`config.mk`:
```
export PLATFORM = sky130hd
export DESIGN_NAME = fir_tap_loader
export DESIGN_NICKNAME = d
export VERILOG_FILES = /design/src/rtl/fir_tap_loader.sv
export SDC_FILE = /design/constraint.sdc
export NUM_CORES = 1
export LEC_CHECK = 0
export ABC_AREA = 1
export CAP_MARGIN = 5
export CORE_ASPECT_RATIO = 0.9
export CORE_MARGIN = 2
export CORE_UTILIZATION = 45
export DETAILED_ROUTE_END_ITERATION = 8
export GPL_ROUTABILITY_DRIVEN = 0
export PLACE_DENSITY = 0.69
export SLEW_MARGIN = 10
export SYNTH_ARGS = -nofsm -noshare
export SYNTH_HDL_FRONTEND = slang
export SYNTH_SLANG_ARGS = --single-unit
```
`constraint.sdc`:
```
create_clock -name clk3 -period 3.89 [get_ports clk3]
set_clock_uncertainty 0.1 [all_clocks]
set_input_delay 0.5835 -clock clk3 [delete_from_list [all_inputs] [get_ports clk3]]
set_output_delay 0.5835 -clock clk3 [all_outputs]
set_load 0.005 [all_outputs]
```
`src/rtl/fir_tap_loader.sv`:
```
// fir_tap_loader: buffers signed samples in a small FIFO and presents an 8-tap delay line to the DA core, held for FRAME_CYCLES clocks.
// Latency: a sample accepted into an empty idle block is on x1_bit two edges later, together with frame_start.
// Backpressure: in_ready = !full (0 while reset is low); sustained drain rate is one sample per FRAME_CYCLES clocks.
// Option macro FIR_TAP_LOADER_PRIME_EN: suppress frame_start/frame_busy until eight samples have been shifted in.
module fir_tap_loader #(
  parameter int DATA_W       = 8,
  parameter int FRAME_CYCLES = 16,
  parameter int FIFO_DEPTH   = 4
) (
  input  logic                        clk3,
  input  logic                        reset,
  input  logic [DATA_W-1:0]           in_data,
  input  logic                        in_valid,
  output logic                        in_ready,
  output logic [DATA_W-1:0]           x1_bit,
  output logic [DATA_W-1:0]           x2_bit,
  output logic [DATA_W-1:0]           x3_bit,
  output logic [DATA_W-1:0]           x4_bit,
  output logic [DATA_W-1:0]           x5_bit,
  output logic [DATA_W-1:0]           x6_bit,
  output logic [DATA_W-1:0]           x7_bit,
  output logic [DATA_W-1:0]           x8_bit,
  output logic                        frame_start,
  output logic                        frame_busy,
  output logic [$clog2(FIFO_DEPTH):0] fifo_level
);

  localparam int AW = $clog2(FIFO_DEPTH);
  localparam int LW = AW + 1;
  localparam int CW = $clog2(FRAME_CYCLES);
  localparam logic [CW-1:0] CNT_LOAD = CW'(FRAME_CYCLES - 1);

  localparam logic [0:0] IDLE = 1'b0;
  localparam logic [0:0] HOLD = 1'b1;

  // FIFO storage and pointers (power-of-two depth, pointers wrap naturally)
  logic [DATA_W-1:0] mem [FIFO_DEPTH];
  logic [AW-1:0]     wr_ptr;
  logic [AW-1:0]     rd_ptr;
  logic [LW-1:0]     level;
  logic              fifo_full;
  logic              fifo_empty;
  logic              rdy_en;
  logic              push_vld;
  logic              pop_vld;

  // Frame control
  logic [0:0]        state;
  logic [CW-1:0]     cnt;
  logic              frame_end;
  logic              start_ok;
  logic              primed;

  // Delay line, index 0 is the newest sample
  logic [DATA_W-1:0] taps [8];

  assign fifo_full  = (level == LW'(FIFO_DEPTH));
  assign fifo_empty = (level == '0);
  // rdy_en holds in_ready low during reset and releases it one edge after reset rises
  assign in_ready   = rdy_en && !fifo_full;
  assign push_vld   = in_valid && in_ready;
  // A new sample is taken when idle or on the last cycle of the current frame
  assign frame_end  = (state == IDLE) || (cnt == '0);
  assign pop_vld    = !fifo_empty && frame_end;
  assign fifo_level = level;

`ifdef FIR_TAP_LOADER_PRIME_EN
  logic [3:0] fill_cnt;

  // Count shifts up to 8 so the DA core only sees full delay lines
  always_ff @(posedge clk3 or negedge reset) begin
    if (!reset) begin
      fill_cnt <= 4'd0;
    end else if (pop_vld && (fill_cnt != 4'd8)) begin
      fill_cnt <= fill_cnt + 4'd1;
    end
  end

  // The shift that brings the count to 8 (or any later one) opens a visible frame
  assign start_ok = (fill_cnt >= 4'd7);
  assign primed   = (fill_cnt == 4'd8);
`else
  assign start_ok = 1'b1;
  assign primed   = 1'b1;
`endif

  assign frame_busy = (state == HOLD) && primed;

  // Sample storage; contents need no reset because level gates every read
  always_ff @(posedge clk3) begin
    if (push_vld) begin
      mem[wr_ptr] <= in_data;
    end
  end

  // FIFO pointers, occupancy and the post-reset ready enable
  always_ff @(posedge clk3 or negedge reset) begin
    if (!reset) begin
      wr_ptr <= '0;
      rd_ptr <= '0;
      level  <= '0;
      rdy_en <= 1'b0;
    end else begin
      rdy_en <= 1'b1;
      if (push_vld) begin
        wr_ptr <= wr_ptr + AW'(1);
      end
      if (pop_vld) begin
        rd_ptr <= rd_ptr + AW'(1);
      end
      case ({push_vld, pop_vld})
        2'b10:   level <= level + LW'(1);
        2'b01:   level <= level - LW'(1);
        default: level <= level;
      endcase
    end
  end

  // IDLE/HOLD sequencing with the per-frame down counter and registered frame_start
  always_ff @(posedge clk3 or negedge reset) begin
    if (!reset) begin
      state       <= IDLE;
      cnt         <= '0;
      frame_start <= 1'b0;
    end else begin
      frame_start <= pop_vld && start_ok;
      if (pop_vld) begin
        state <= HOLD;
        cnt   <= CNT_LOAD;
      end else if (state == HOLD) begin
        if (cnt == '0) begin
          state <= IDLE;
        end else begin
          cnt <= cnt - CW'(1);
        end
      end
    end
  end

  // Delay line moves only on pop edges, so taps are stable for a whole frame
  always_ff @(posedge clk3 or negedge reset) begin
    if (!reset) begin
      for (int i = 0; i < 8; i++) begin
        taps[i] <= '0;
      end
    end else if (pop_vld) begin
      for (int i = 7; i > 0; i--) begin
        taps[i] <= taps[i-1];
      end
      taps[0] <= mem[rd_ptr];
    end
  end

  assign x1_bit = taps[0];
  assign x2_bit = taps[1];
  assign x3_bit = taps[2];
  assign x4_bit = taps[3];
  assign x5_bit = taps[4];
  assign x6_bit = taps[5];
  assign x7_bit = taps[6];
  assign x8_bit = taps[7];

endmodule

```
# Word level (Yosys, flattened, before mapping)
# Memories as Yosys holds them, arrays and structs flattened. A register that Yosys moved wholly into a read port is not among the register bits.
# Index checks and enable logic that the tools add are counted.
# W data, S select, Z words.
# classes
n_eq_ne	4
add_sub_neg	5
n_bitwise	1
muxes	9
reduce_logical	12
# op_table
op	n
$mux W4	3
$pmux W3 S2	1
$mux W1	5
$add A2 B1 Y2 const B	2
$logic_not A4 Y1	1
$reduce_bool A2 Y1	2
$sub A4 B1 Y4 const B	1
$add A3 B1 Y3 const B	1
$eq A3 B3 Y1 const B	1
$logic_and A1 B1 Y1	3
$logic_not A1 Y1	3
$logic_not A3 Y1	1
$sub A3 B1 Y3 const B	1
$eq A2 B1 Y1 const B	1
$eq A2 B2 Y1 const B	1
$ne A2 B2 Y1 const B	1
$reduce_and A2 Y1	1
$logic_or A1 B1 Y1	1
$not A1 Y1	1
# totals
ramBits	32
ff_bits	70
memories	1
output_inout_bits	70
word_cells	46
# memory_table
name	words	word_bits	rd	rd_clocked_by_memory_dff	wr	line_no	rtl
mem	4	8	1	1	1	37	logic [DATA_W-1:0] mem [FIFO_DEPTH];

# Depth between registers and ports, before layout
# Gate-level depths: netlist of the first run.
# depth
word_depth	6
mapped_depth	12
ltp_nobuf	11

# Worst setup path after synthesis of the first run
# Ideal clock, no wire load.
# synth_timing
kind	reg2reg
startpoint	register cnt[0]
endpoint	register level[2] (netlist: fifo_level[2])
path_slack_ps	1637
path_stages_with_launch	13
arrival_ps	2022
period_less_slack_ps	2253
path_buffers	1
cell_sequence	dfrtp_1 inv_1 ha_1 nand2_1 nand2_2 nand2_4 clkinv_2 buf_2 ha_1 fa_1 a21oi_1 o21ai_0 xor2_1
# synth_between
elab_chain_cells	5
word_cells_on_any_way	7
classes_between	eq/ne (2); mux (1); reduce/logical (4)
# synth_lines
item	line_no	rtl
start, declared	49	logic [CW-1:0] cnt;
start signal, assigned	134	cnt <= cnt - CW'(1);
$logic_not A4 Y1 *	63	assign frame_end = (state == IDLE) || (cnt == '0);
$logic_or A1 B1 Y1 *	63	
$logic_and A1 B1 Y1 *	64	assign pop_vld = !fifo_empty && frame_end;
named net pop_vld	45	logic pop_vld;
$eq A2 B1 Y1 / $eq A2 B2 Y1 (equally long branches)	111	case ({push_vld, pop_vld})
$pmux W3 S2 / $reduce_bool A2 Y1 (equally long branches)	n/a	
end signal, assigned	112	2'b10: level <= level + LW'(1);
end signal, assigned	113	2'b01: level <= level - LW'(1);
end signal, assigned	114	default: level <= level;
end, declared	40	logic [LW-1:0] level;
# Mark *: on every way through the listed nets, which the timed path passes. The rest lies on a longest branch.
# A chain may end at the register's enable or synchronous reset.

# Worst setup path after layout of the first run
# layout_timing
startpoint	input port in_valid
endpoint	register level[2] (netlist: fifo_level[2])
# layout_between
elab_chain_cells	3
word_cells_on_any_way	5
classes_between	eq/ne (2); mux (1); reduce/logical (2)
# layout_lines
item	line_no	rtl
start, declared	13	input logic in_valid,
$logic_and A1 B1 Y1 *	61	assign push_vld = in_valid && in_ready;
$eq A2 B1 Y1 / $eq A2 B2 Y1 (equally long branches)	111	
$pmux W3 S2 / $reduce_bool A2 Y1 (equally long branches)	n/a	
# Every way passes the cells marked *; elsewhere a longest branch is shown, timed or not.

==> metrics.yaml, run 1 <==
logic_synthesis:
  synth_common_cells: "sky130_fd_sc_hd__nand2_1, sky130_fd_sc_hd__dfrtp_1, sky130_fd_sc_hd__edfxtp_1"
  synth_cell_types: 27
  yosys.area.top_type: "sky130_fd_sc_hd__dfrtp_1"
  postSynthAreaPerCell_um2: 9.818
  synthArstFlopShare: 0.7091
  synth_enable_flop_cells: 32
  ys_top_cells_by_area: "sky130_fd_sc_hd__dfrtp_1, sky130_fd_sc_hd__edfxtp_1, sky130_fd_sc_hd__nand2_1"
  synth_nets: 475
  post-synth-top-area-fraction: 0.4350
  syn_inst: 457
  ys_warn_count: 0
  postSynthRegisterBits: 110
  synthesis.area_um2: 4487
  synth-main-ff-cell: "sky130_fd_sc_hd__dfrtp_1"
  synthMostInstantiatedCell: "sky130_fd_sc_hd__nand2_1"
  proportion_of_synthesized_chip_area_in_sequential_cells: 0.6492
power:
  combinationalPowerShare: 0.353
  peakVddDrop_uv: 241.9
  p_sw_frac: 0.3425
  netSwitchingPower_w: 0.001336
  pwr_density_cell_nw_per_um2: 707.8
  share_seq_of_total_power: 0.474
  clockPowerShare: 0.173
  total_leakage_power_nw: 2.660
  power_report.internal_total_w: 0.002565
cts:
  cts_root_buf: "sky130_fd_sc_hd__clkbuf_8"
  quantity_of_gates_resized_following_cts: 0
  clock_tree_sinks: 110
  cts_setup_buffers: 0
  clock_tree.buffer_depth: 2
  clock_transition_at_the_registers_of_the_reported_paths_ns: 0.09
  tritoncts_clock_tree: "done"
  cts_made_buffers: 9
  insertion_delay_ns: 0.37
  number_of_hold_repair_buffers_added_at_the_cts_stage: 0
  htree_levels: 3
grt:
  grt_antenna_before_repair: 0
  first_pass_grt_wire_length_um: 14400
  grt_max_degree: 79
  grt_util_all_layers: 0.1707
  grt.overflow.total: 0
  grt_pass1_vias: 2998
route:
  post-route-drc-count: 0
  vias: 3127
  ant_nets: 0
  drt_pre_antenna_iters: 4
  final_wirelength_um: 8675
  detail_route.wl_per_cell_um: 13.10
  via_per_inst: 4.724
  drt_iter0_markers: 197
timing:
  slew_headroom: 0.3584
  max_freq_mhz: 426.4
  setup_tns_ns: 0
  fin_ws_ns: 1.545
  report.final.hold_viol_count: 0
  timing_worst_slew_pin_value_ns: 0.9624
  final_setup_fails: 0
  setup_repair_after_global_routing_missed_its_margin: "false"
  slew_violations: 0
  period_minus_slack_ns: 2.345
  min_period_over_period: 0.6029
floorplanning:
  pin_count: 81
  rows: 34
  die_w_um: 109.3
  fp.coreArea_um2: 9699
  die_h_um: 98.73
  die_outline_area_um2: 10790
  initial_utilization: 0.4626
placement:
  portBuffers: 80
  post-place-ws_ns: 1.202
  postPlaceCellArea_um2: 5315
  dp.final_hpwl_um: 5719
worst_setup_path:
  critical_path.startpoint_type: "input port"
  cp-end-kind: "flop"
  worst-endpoint-required_ns: 4.03
  worst_ep_arrival_time_ns: 2.48
  critPathKind: "input port to flop"
  crit_fanout: 8
cells_and_area:
  antenna_cells: 0
  layout_cells_sized_above_1: 0.07463
  layout.nets: 549
  post-route-cell-area_um2: 5512
  syn2layout_area_growth_pct: 22.84
hold_path:
  min-delay-path-class: "input port to asynchronous set/reset pin"
flow_run:
  timing.max_cap.violations: 0
outcome:
  status: "finished, final reports clean"
-- metrics by stage --
step	util	cells	total power, W	hold WS (ns)
2_1_floorplan	-	457	0.002553	0.1879
3_3_place_gp	0.5480	646	0.003228	0.3606
3_5_place_dp	0.5480	646	0.003276	0.3647
4_1_cts	0.5682	662	0.003956	0.2926
5_1_grt	0.5682	662	0.004211	0.3354
6_report	0.5682	662	0.003901	0.2473
-- flip-flops by register name, summed over array words and instances, names as in the netlist --
| signal | flops |
|---|---|
| cnt | 4 |
| x8_bit | 8 |
| x6_bit | 8 |
| x7_bit | 8 |
| rdy_en | 1 |
| x2_bit | 8 |
| frame_busy | 1 |
| x3_bit | 8 |
| x5_bit | 8 |
| x4_bit | 8 |
| frame_start | 1 |
| fifo_level | 3 |
| wr_ptr | 2 |
| mem | 32 |
| x1_bit | 8 |
| rd_ptr | 2 |
-- worst max-delay path, stage by stage --
cell                              delay (ns)
sky130_fd_sc_hd__clkdlybuf4s50_1        0.46
sky130_fd_sc_hd__nand3_1                0.26
sky130_fd_sc_hd__ha_1                   0.35
sky130_fd_sc_hd__fa_1                   0.39
sky130_fd_sc_hd__a21oi_1                0.14
sky130_fd_sc_hd__o21ai_0                0.13
sky130_fd_sc_hd__xor2_1                 0.16
-- kinds of logic (layout without fill, tap and decap cells) --
group | count (synthesis) | count (layout) | synth area share
AO/OA/AOI/OAI | 15 | 15 | 0.02175
XOR/XNOR | 4 | 4 | 0.007810
flip-flops | 110 | 110 | 0.6492
AND/OR/NAND/NOR | 275 | 275 | 0.2454
other | 1 | 1 | 0.0008358
adder cells (fa/ha/maj) | 7 | 7 | 0.02119
buffers and inverters | 45 | 124 | 0.05382
-- layer usage --
metal,up-vias,share of wire,GRT usage
li1,1556,-,-
met1,1481,0.46,0.2339
met2,76,0.47,0.2714
met3,14,0.052,0.04299
met4,0,0.015,0.04966
met5,-,0,0
-- cell usage in the layout (no fill, tap or decap), types with 2 or more instances in the layout --
| cell | n |
|---|---|
| sky130_fd_sc_hd__a21oi_1 | 2 |
| sky130_fd_sc_hd__buf_4 | 3 |
| sky130_fd_sc_hd__clkbuf_8 | 9 |
| sky130_fd_sc_hd__clkdlybuf4s50_1 | 79 |
| sky130_fd_sc_hd__clkinv_2 | 3 |
| sky130_fd_sc_hd__clkinvlp_4 | 2 |
| sky130_fd_sc_hd__dfrtp_1 | 78 |
| sky130_fd_sc_hd__edfxtp_1 | 32 |
| sky130_fd_sc_hd__ha_1 | 6 |
| sky130_fd_sc_hd__inv_1 | 25 |
| sky130_fd_sc_hd__nand2_1 | 224 |
| sky130_fd_sc_hd__nand2_2 | 11 |
| sky130_fd_sc_hd__nand3_1 | 6 |
| sky130_fd_sc_hd__nor2_1 | 23 |
| sky130_fd_sc_hd__o211ai_1 | 8 |
| sky130_fd_sc_hd__o21ai_0 | 4 |
| sky130_fd_sc_hd__or2_2 | 8 |
| sky130_fd_sc_hd__xnor2_1 | 2 |
| sky130_fd_sc_hd__xor2_1 | 2 |
-- path summary, 6_finish.rpt --
check                              start            end  slack (ns)  depth (start not counted)
setup / recovery                in_valid  fifo_level[2]        1.54                          7
hold / removal                     reset      x8_bit[1]        0.25                          1
setup reg to reg           fifo_level[0]  fifo_level[2]        1.61                          8
hold reg to reg                x8_bit[3]      x8_bit[3]        0.39                          2
max in group asynchronous          reset      x1_bit[4]        2.80                          1
min in group clk3              x8_bit[3]      x8_bit[3]        0.39                          2
-- power groups by stage --
| stage | registers, W | clock network, W | logic (W) |
|---|---|---|---|
| CTS | 0.00185 | 0.000695 | 0.00141 |
| global route | 0.00190 | 0.000735 | 0.00157 |
| detailed placement | 0.00188 | 0 | 0.00140 |
| global placement | 0.00187 | 0 | 0.00136 |
| floorplan | 0.00179 | 0 | 0.000766 |
| finish | 0.00185 | 0.000675 | 0.00138 |
-- area by class of cell --
cell class                 instances  area [µm²]
fill                             880        4188
tap                              126       157.7
timing repair buffer              82       813.3
inverter                          26       98.84
sequential                       110        2913
multi-input combinational        302        1333
clock buffer                       9       123.9
clock inverter                     7       72.57
Note: power is estimated with default switching activity, not from simulation.
==> inputs of run 2 (changes only) <==
--- a/config.mk
+++ b/config.mk
@@ -12,7 +12,7 @@
 export CORE_UTILIZATION = 45
 export DETAILED_ROUTE_END_ITERATION = 8
 export GPL_ROUTABILITY_DRIVEN = 0
-export PLACE_DENSITY = 0.69
+export PLACE_DENSITY = 0.72
 export SLEW_MARGIN = 10
 export SYNTH_ARGS = -nofsm -noshare
 export SYNTH_HDL_FRONTEND = slang
==> constraint.sdc (replaced) <==
create_clock -name clk3 -period 2.1 [get_ports clk3]
set_clock_uncertainty 0.1 [all_clocks]
set_input_delay 0.315 -clock clk3 [delete_from_list [all_inputs] [get_ports clk3]]
set_output_delay 0.315 -clock clk3 [all_outputs]
set_load 0.005 [all_outputs]
==> metrics.yaml, run 2 (synthesis results as in run 1) <==
grt:
  grt_pass1_vias: 3033  # +1.2%
  grt_util_all_layers: 0.1731  # +0.002331
  first_pass_grt_wire_length_um: 14580  # +1.2%
  grt.met3_usage: 0.04630  # +0.003307
  grt_antenna_before_repair: 0  # unchanged
  grt_max_degree: 70  # -11%
  gr-usage-met2: 0.2752  # +0.003822
  grt.overflow.total: 0  # unchanged
  grt-busiest-layer: "met2"
  gr-usage-met1: 0.2397  # +0.005817
cells_and_area:
  syn2layout_area_growth_pct: 25.66
  fillCellCount: 842  # -4.3%
  commonest_cells_after_routing_fill_and_taps_aside: "sky130_fd_sc_hd__nand2_1, sky130_fd_sc_hd__clkdlybuf4s50_1, sky130_fd_sc_hd__dfrtp_1"
  post-route-cell-area_um2: 5638  # +2.3%
  layout.nets: 558  # +1.6%
  layout.cells.most_common: "sky130_fd_sc_hd__nand2_1"
  layout_cells_sized_above_1: 0.09908  # +0.02446
  top_register: "mem"
  antenna_cells: 0  # unchanged
  largest_register_ffs: 32  # unchanged
timing:
  final_setup_fails: 0  # unchanged
  report.final.hold_viol_count: 0  # unchanged
  slew_headroom: 0.5475  # +0.1891
  period_minus_slack_ns: 1.994
  slew_violations: 0  # unchanged
  setup_repair_after_global_routing_missed_its_margin: "false"
  max_freq_mhz: 501.4
  timing_worst_slew_pin_value_ns: 0.6788  # -0.2837 ns
  setup_tns_ns: 0  # unchanged
  min_period_over_period: 0.9497
outcome:
  status: "finished, final reports clean"
cts:
  cts_root_buf: "sky130_fd_sc_hd__clkbuf_8"
  tritoncts_clock_tree: "done"
  htree_levels: 3  # unchanged
  clock_tree.buffer_depth: 2  # unchanged
  clock_transition_at_the_registers_of_the_reported_paths_ns: 0.11  # +0.02 ns
  clock_tree_sinks: 110  # unchanged
  insertion_delay_ns: 0.37  # about the same
  cts_made_buffers: 9  # unchanged
floorplanning:
  initial_utilization: 0.4626  # unchanged
  die_h_um: 98.73  # unchanged
  die_outline_area_um2: 10790  # unchanged
  fp.coreArea_um2: 9699  # unchanged
  rows: 34  # unchanged
  die_w_um: 109.3  # unchanged
  pin_count: 81  # unchanged
worst_setup_path:
  critical_path.startpoint_type: "flop"
  timing.rr.start: "cnt[0]"
  worst_ep_arrival_time_ns: 2.15  # -0.33 ns
  worst_setup_path_startpoint: "cnt[0]"
  critPathKind: "flop to flop"
  rrSetupSlack_ns: 0.11  # -1.50 ns
  r2r_cells: 11  # +3
  worst-endpoint-required_ns: 2.25  # -1.78 ns
  cp-end-kind: "flop"
  crit_fanout: 4  # -4
power:
  peakVddDrop_uv: 679.4  # +180%
  pwr_density_cell_nw_per_um2: 1314  # +86%
  total_leakage_power_nw: 2.720  # +2.2%
placement:
  dp.final_hpwl_um: 5740  # +0.38%
  postPlaceCellArea_um2: 5398  # +1.6%
  portBuffers: 80  # unchanged
hold_path:
  hold_path_depth: 2
  min_from: "x5_bit[5]"
  min-delay-path-class: "flop to flop"
route:
  drt_iter0_markers: 192  # -2.5%
  drt_pre_antenna_iters: 4  # unchanged
  via_per_inst: 4.770  # +0.99%
  post-route-drc-count: 0  # unchanged
  final_wirelength_um: 8675  # unchanged
  vias: 3201  # +2.4%
  detail_route.wl_per_cell_um: 12.93  # -1.3%
  ant_nets: 0  # unchanged
flow_run:
  timing.max_cap.violations: 0  # unchanged
## run 2: timing repair
item / 4_1_cts / 5_1_grt
hold buffers: 1 / 0
endpoints found under the setup margin: 0 / 54
buffers inserted: 0 / 0
resized for setup: 0 / 4
hold endpoints to repair: 49 / 0
## run 2: metrics by stage
stage               hold WS (ns)  setup slack (ns)  utilization  power (W)  std cells
detailed placement        0.2859           0.07925       0.5565   0.006134        654
CTS                       0.3988           0.06670       0.5799   0.007492        671
global placement          0.2864            0.1006       0.5565   0.006041        654
floorplan               -0.08059           0.01700            -   0.004754        457
finish                    0.3965            0.1057       0.5813   0.007411        671
global route              0.4187         0.0006957       0.5813   0.008002        671
## run 2: worst paths after layout
path                            endpoint
hold reg to reg                x6_bit[5]
max in group asynchronous      x1_bit[7]
min in group asynchronous      x8_bit[1]
hold / removal                 x6_bit[5]
setup reg to reg           fifo_level[2]
setup / recovery           fifo_level[2]
## run 2: final cells by class
type / instances / area, µm² / share of cell area
Timing Repair Buffer: 91 / 899.6 / 0.1596
Multi-Input combinational cell: 302 / 1353 / 0.2399
Tap cell: 126 / 157.7 / 0.02796
Sequential cell: 110 / 2913 / 0.5166
Clock inverter: 5 / 65.06 / 0.01154
Inverter: 26 / 98.84 / 0.01753
Clock buffer: 11 / 151.4 / 0.02685
## run 2: power by group
group          leakage, nW  internal (W)  switching [W]
sequential            1.30       0.00284       0.000522
combinational         1.30       0.00143        0.00129
clock                0.110      0.000628       0.000697
total                 2.72       0.00490        0.00251
## run 2: metal layers
metal  vias up  part of all wire
met2        83              0.48
met3         8             0.054
met1      1532              0.45
met5         -                 0
met4         0            0.0084
li1       1578                 -
## run 2: worst max-delay path: stages, from the launching register on
cell and delay, ns:
sky130_fd_sc_hd__dfrtp_1 0.37, sky130_fd_sc_hd__inv_2 0.07, sky130_fd_sc_hd__ha_4 0.17, sky130_fd_sc_hd__nand2_2 0.07
sky130_fd_sc_hd__nand2_2 0.08, sky130_fd_sc_hd__nand2_4 0.09, sky130_fd_sc_hd__clkinv_2 0.06, sky130_fd_sc_hd__ha_2 0.19
sky130_fd_sc_hd__fa_2 0.34, sky130_fd_sc_hd__a21oi_1 0.12, sky130_fd_sc_hd__o21ai_1 0.08, sky130_fd_sc_hd__xor2_1 0.14
==> inputs of run 3 (changes only) <==
--- a/config.mk
+++ b/config.mk
@@ -13,6 +13,7 @@
 export DETAILED_ROUTE_END_ITERATION = 8
 export GPL_ROUTABILITY_DRIVEN = 0
 export PLACE_DENSITY = 0.72
+export REMOVE_ABC_BUFFERS = 1
 export SLEW_MARGIN = 10
 export SYNTH_ARGS = -nofsm -noshare
 export SYNTH_HDL_FRONTEND = slang
==> metrics.yaml, run 3 (synthesis results as in run 1) <==
outcome:
  status: "finished, final reports clean"
cells_and_area:
  commonest_cells_after_routing_fill_and_taps_aside: "sky130_fd_sc_hd__nand2_1, sky130_fd_sc_hd__clkdlybuf4s50_1, sky130_fd_sc_hd__dfrtp_1"
  utilization: 0.5819  # +0.0006450
  largest_register_ffs: 32  # unchanged
  instances_no_fill: 676  # +0.75%
  syn2layout_area_growth_pct: 25.79
  layout.cells.most_common: "sky130_fd_sc_hd__nand2_1"
  antenna_cells: 0  # unchanged
  layout_cells_sized_above_1: 0.1036  # +0.004554
  top_register: "mem"
  layout.nets: 563  # +0.90%
worst_setup_path:
  worst_ep_arrival_time_ns: 2.15  # about the same
  critical_path.startpoint_type: "flop"
  critPathKind: "flop to flop"
  crit_fanout: 3  # -1
  worst-endpoint-required_ns: 2.24  # about the same
  rrSetupSlack_ns: 0.09  # -0.02 ns
  cp-end-kind: "flop"
grt:
  grt_util_all_layers: 0.1659  # -0.007210
  gr-usage-met2: 0.2599  # -0.01529
  grt.overflow.total: 0  # unchanged
  gr-usage-met1: 0.2324  # -0.007286
  grt.met3_usage: 0.04034  # -0.005952
  grt_max_degree: 70  # unchanged
  first_pass_grt_wire_length_um: 14250  # -2.3%
  grt-busiest-layer: "met2"
  grt_antenna_before_repair: 0  # unchanged
  grt_pass1_vias: 3006  # -0.89%
cts:
  clock_tree.buffer_depth: 2  # unchanged
  insertion_delay_ns: 0.36  # about the same
  tritoncts_clock_tree: "done"
  clock_transition_at_the_registers_of_the_reported_paths_ns: 0.10  # about the same
  cts_root_buf: "sky130_fd_sc_hd__clkbuf_8"
  cts_made_buffers: 9  # unchanged
  clock_tree_sinks: 110  # unchanged
  htree_levels: 3  # unchanged
power:
  peakVddDrop_uv: 547.8  # -19%
  report.power.total_w: 0.007263  # -2.0%
  combinationalPowerShare: 0.382  # +0.014
  p_sw_frac: 0.3421  # +0.003141
  power_report.internal_total_w: 0.004778  # -2.5%
  clockPowerShare: 0.159  # -0.020
  pwr_density_cell_nw_per_um2: 1287  # -2.1%
  share_seq_of_total_power: 0.459  # +0.006
  total_leakage_power_nw: 2.727  # +0.26%
  netSwitchingPower_w: 0.002485  # -1.1%
floorplanning:
  initial_utilization: 0.4626  # unchanged
  die_outline_area_um2: 10790  # unchanged
  fp.coreArea_um2: 9699  # unchanged
  pin_count: 81  # unchanged
  die_h_um: 98.73  # unchanged
  die_w_um: 109.3  # unchanged
  rows: 34  # unchanged
timing:
  slew_headroom: 0.5153  # -0.03217
  report.final.hold_viol_count: 0  # unchanged
  max_freq_mhz: 497.2  # -0.84%
  hold_ws_ns: 0.3611  # -0.03543 ns
  min_period_over_period: 0.9578  # +0.008080
  final_setup_fails: 0  # unchanged
  slew_violations: 0  # unchanged
  timing_worst_slew_pin_value_ns: 0.7271  # +0.04826 ns
  period_minus_slack_ns: 2.011  # +0.01697 ns
route:
  drt_iter0_markers: 147  # -23%
  vias: 3131  # -2.2%
  final_wirelength_um: 8515  # -1.8%
  via_per_inst: 4.632  # -2.9%
  drt_pre_antenna_iters: 4  # unchanged
  ant_nets: 0  # unchanged
  detail_route.wl_per_cell_um: 12.60  # -2.6%
  post-route-drc-count: 0  # unchanged
placement:
  post-place-cells: 658  # +0.61%
  portBuffers: 80  # unchanged
  dp.final_hpwl_um: 5492  # -4.3%
hold_path:
  min-delay-path-class: "input port to asynchronous set/reset pin"
flow_run:
  timing.max_cap.violations: 0  # unchanged
## run 3: cell types whose count changed in the layout (fill, tap and decap cells not counted), sizes merged
cell / previous run / this run
clkinvlp: 0 / 2
buf: 11 / 16
clkinv: 4 / 0
bufinv: 1 / 0
inv: 26 / 29
## run 3: critical path: stages, from the launching register on
cell                      delay [ns]
sky130_fd_sc_hd__dfrtp_1        0.34
sky130_fd_sc_hd__inv_1          0.05
sky130_fd_sc_hd__ha_2           0.18
sky130_fd_sc_hd__nand2_2        0.09
sky130_fd_sc_hd__nand2_4        0.07
sky130_fd_sc_hd__nand2_4        0.07
sky130_fd_sc_hd__inv_4          0.04
sky130_fd_sc_hd__ha_4           0.15
sky130_fd_sc_hd__fa_2           0.41
sky130_fd_sc_hd__a21oi_2        0.16
sky130_fd_sc_hd__o21ai_2        0.07
sky130_fd_sc_hd__xor2_1         0.14
## run 3: final cells by class
cell class              instances  area (µm²)
inverters                      26       100.1
fillers                       882        4055
repair buffers                 96       933.4
flip-flops and latches        110        2913
well taps                     126       157.7
clock buffers                  11       141.4
multi-input cells             302        1365
clock inverters                 5       33.78
## run 3: final timing paths
check	startpoint	depth (start not counted)	end
max in group asynchronous	reset	3	x2_bit[1]
min	reset	2	x8_bit[7]
min reg2reg	x8_bit[4]	2	x8_bit[4]
max reg2reg	cnt[0]	11	fifo_level[2]
min in group clk3	x8_bit[4]	2	x8_bit[4]
max	cnt[0]	11	fifo_level[2]
## run 3: through the flow
stage          setup slack [ns]  area [µm²]  TNS [ns]
4_1_cts                 0.01666        5605         0
3_5_place_dp           -0.07537        5418  -0.07537
2_1_floorplan            -1.146        4344    -15.24
3_3_place_gp            0.01630        5418         0
5_1_grt                -0.02182        5644  -0.02182
6_report                0.08872        5644         0
## run 3: power groups by stage
stage	registers, W	logic, W	clock network [W]
2_1_floorplan	0.00339	0.00119	0
3_3_place_gp	0.00335	0.00267	0
3_5_place_dp	0.00338	0.00274	0
4_1_cts	0.00334	0.00277	0.00120
5_1_grt	0.00343	0.00314	0.00127
6_report	0.00333	0.00278	0.00115
## run 3: routing by layer
metal / up-vias / routed length, µm
li1: 1578 / -
met1: 1468 / 4002
met2: 83 / 4047
met3: 2 / 456
met4: 0 / 8
met5: - / 0
## run 3: what timing repair did
action | in CTS | in global routing
endpoints found under the hold margin | 38 | 0
resized for setup | 2 | 8
pin swaps | 0 | 3
buffers inserted | 0 | 1
setup endpoints to repair | 1 | 1
hold buffers | 1 | 0
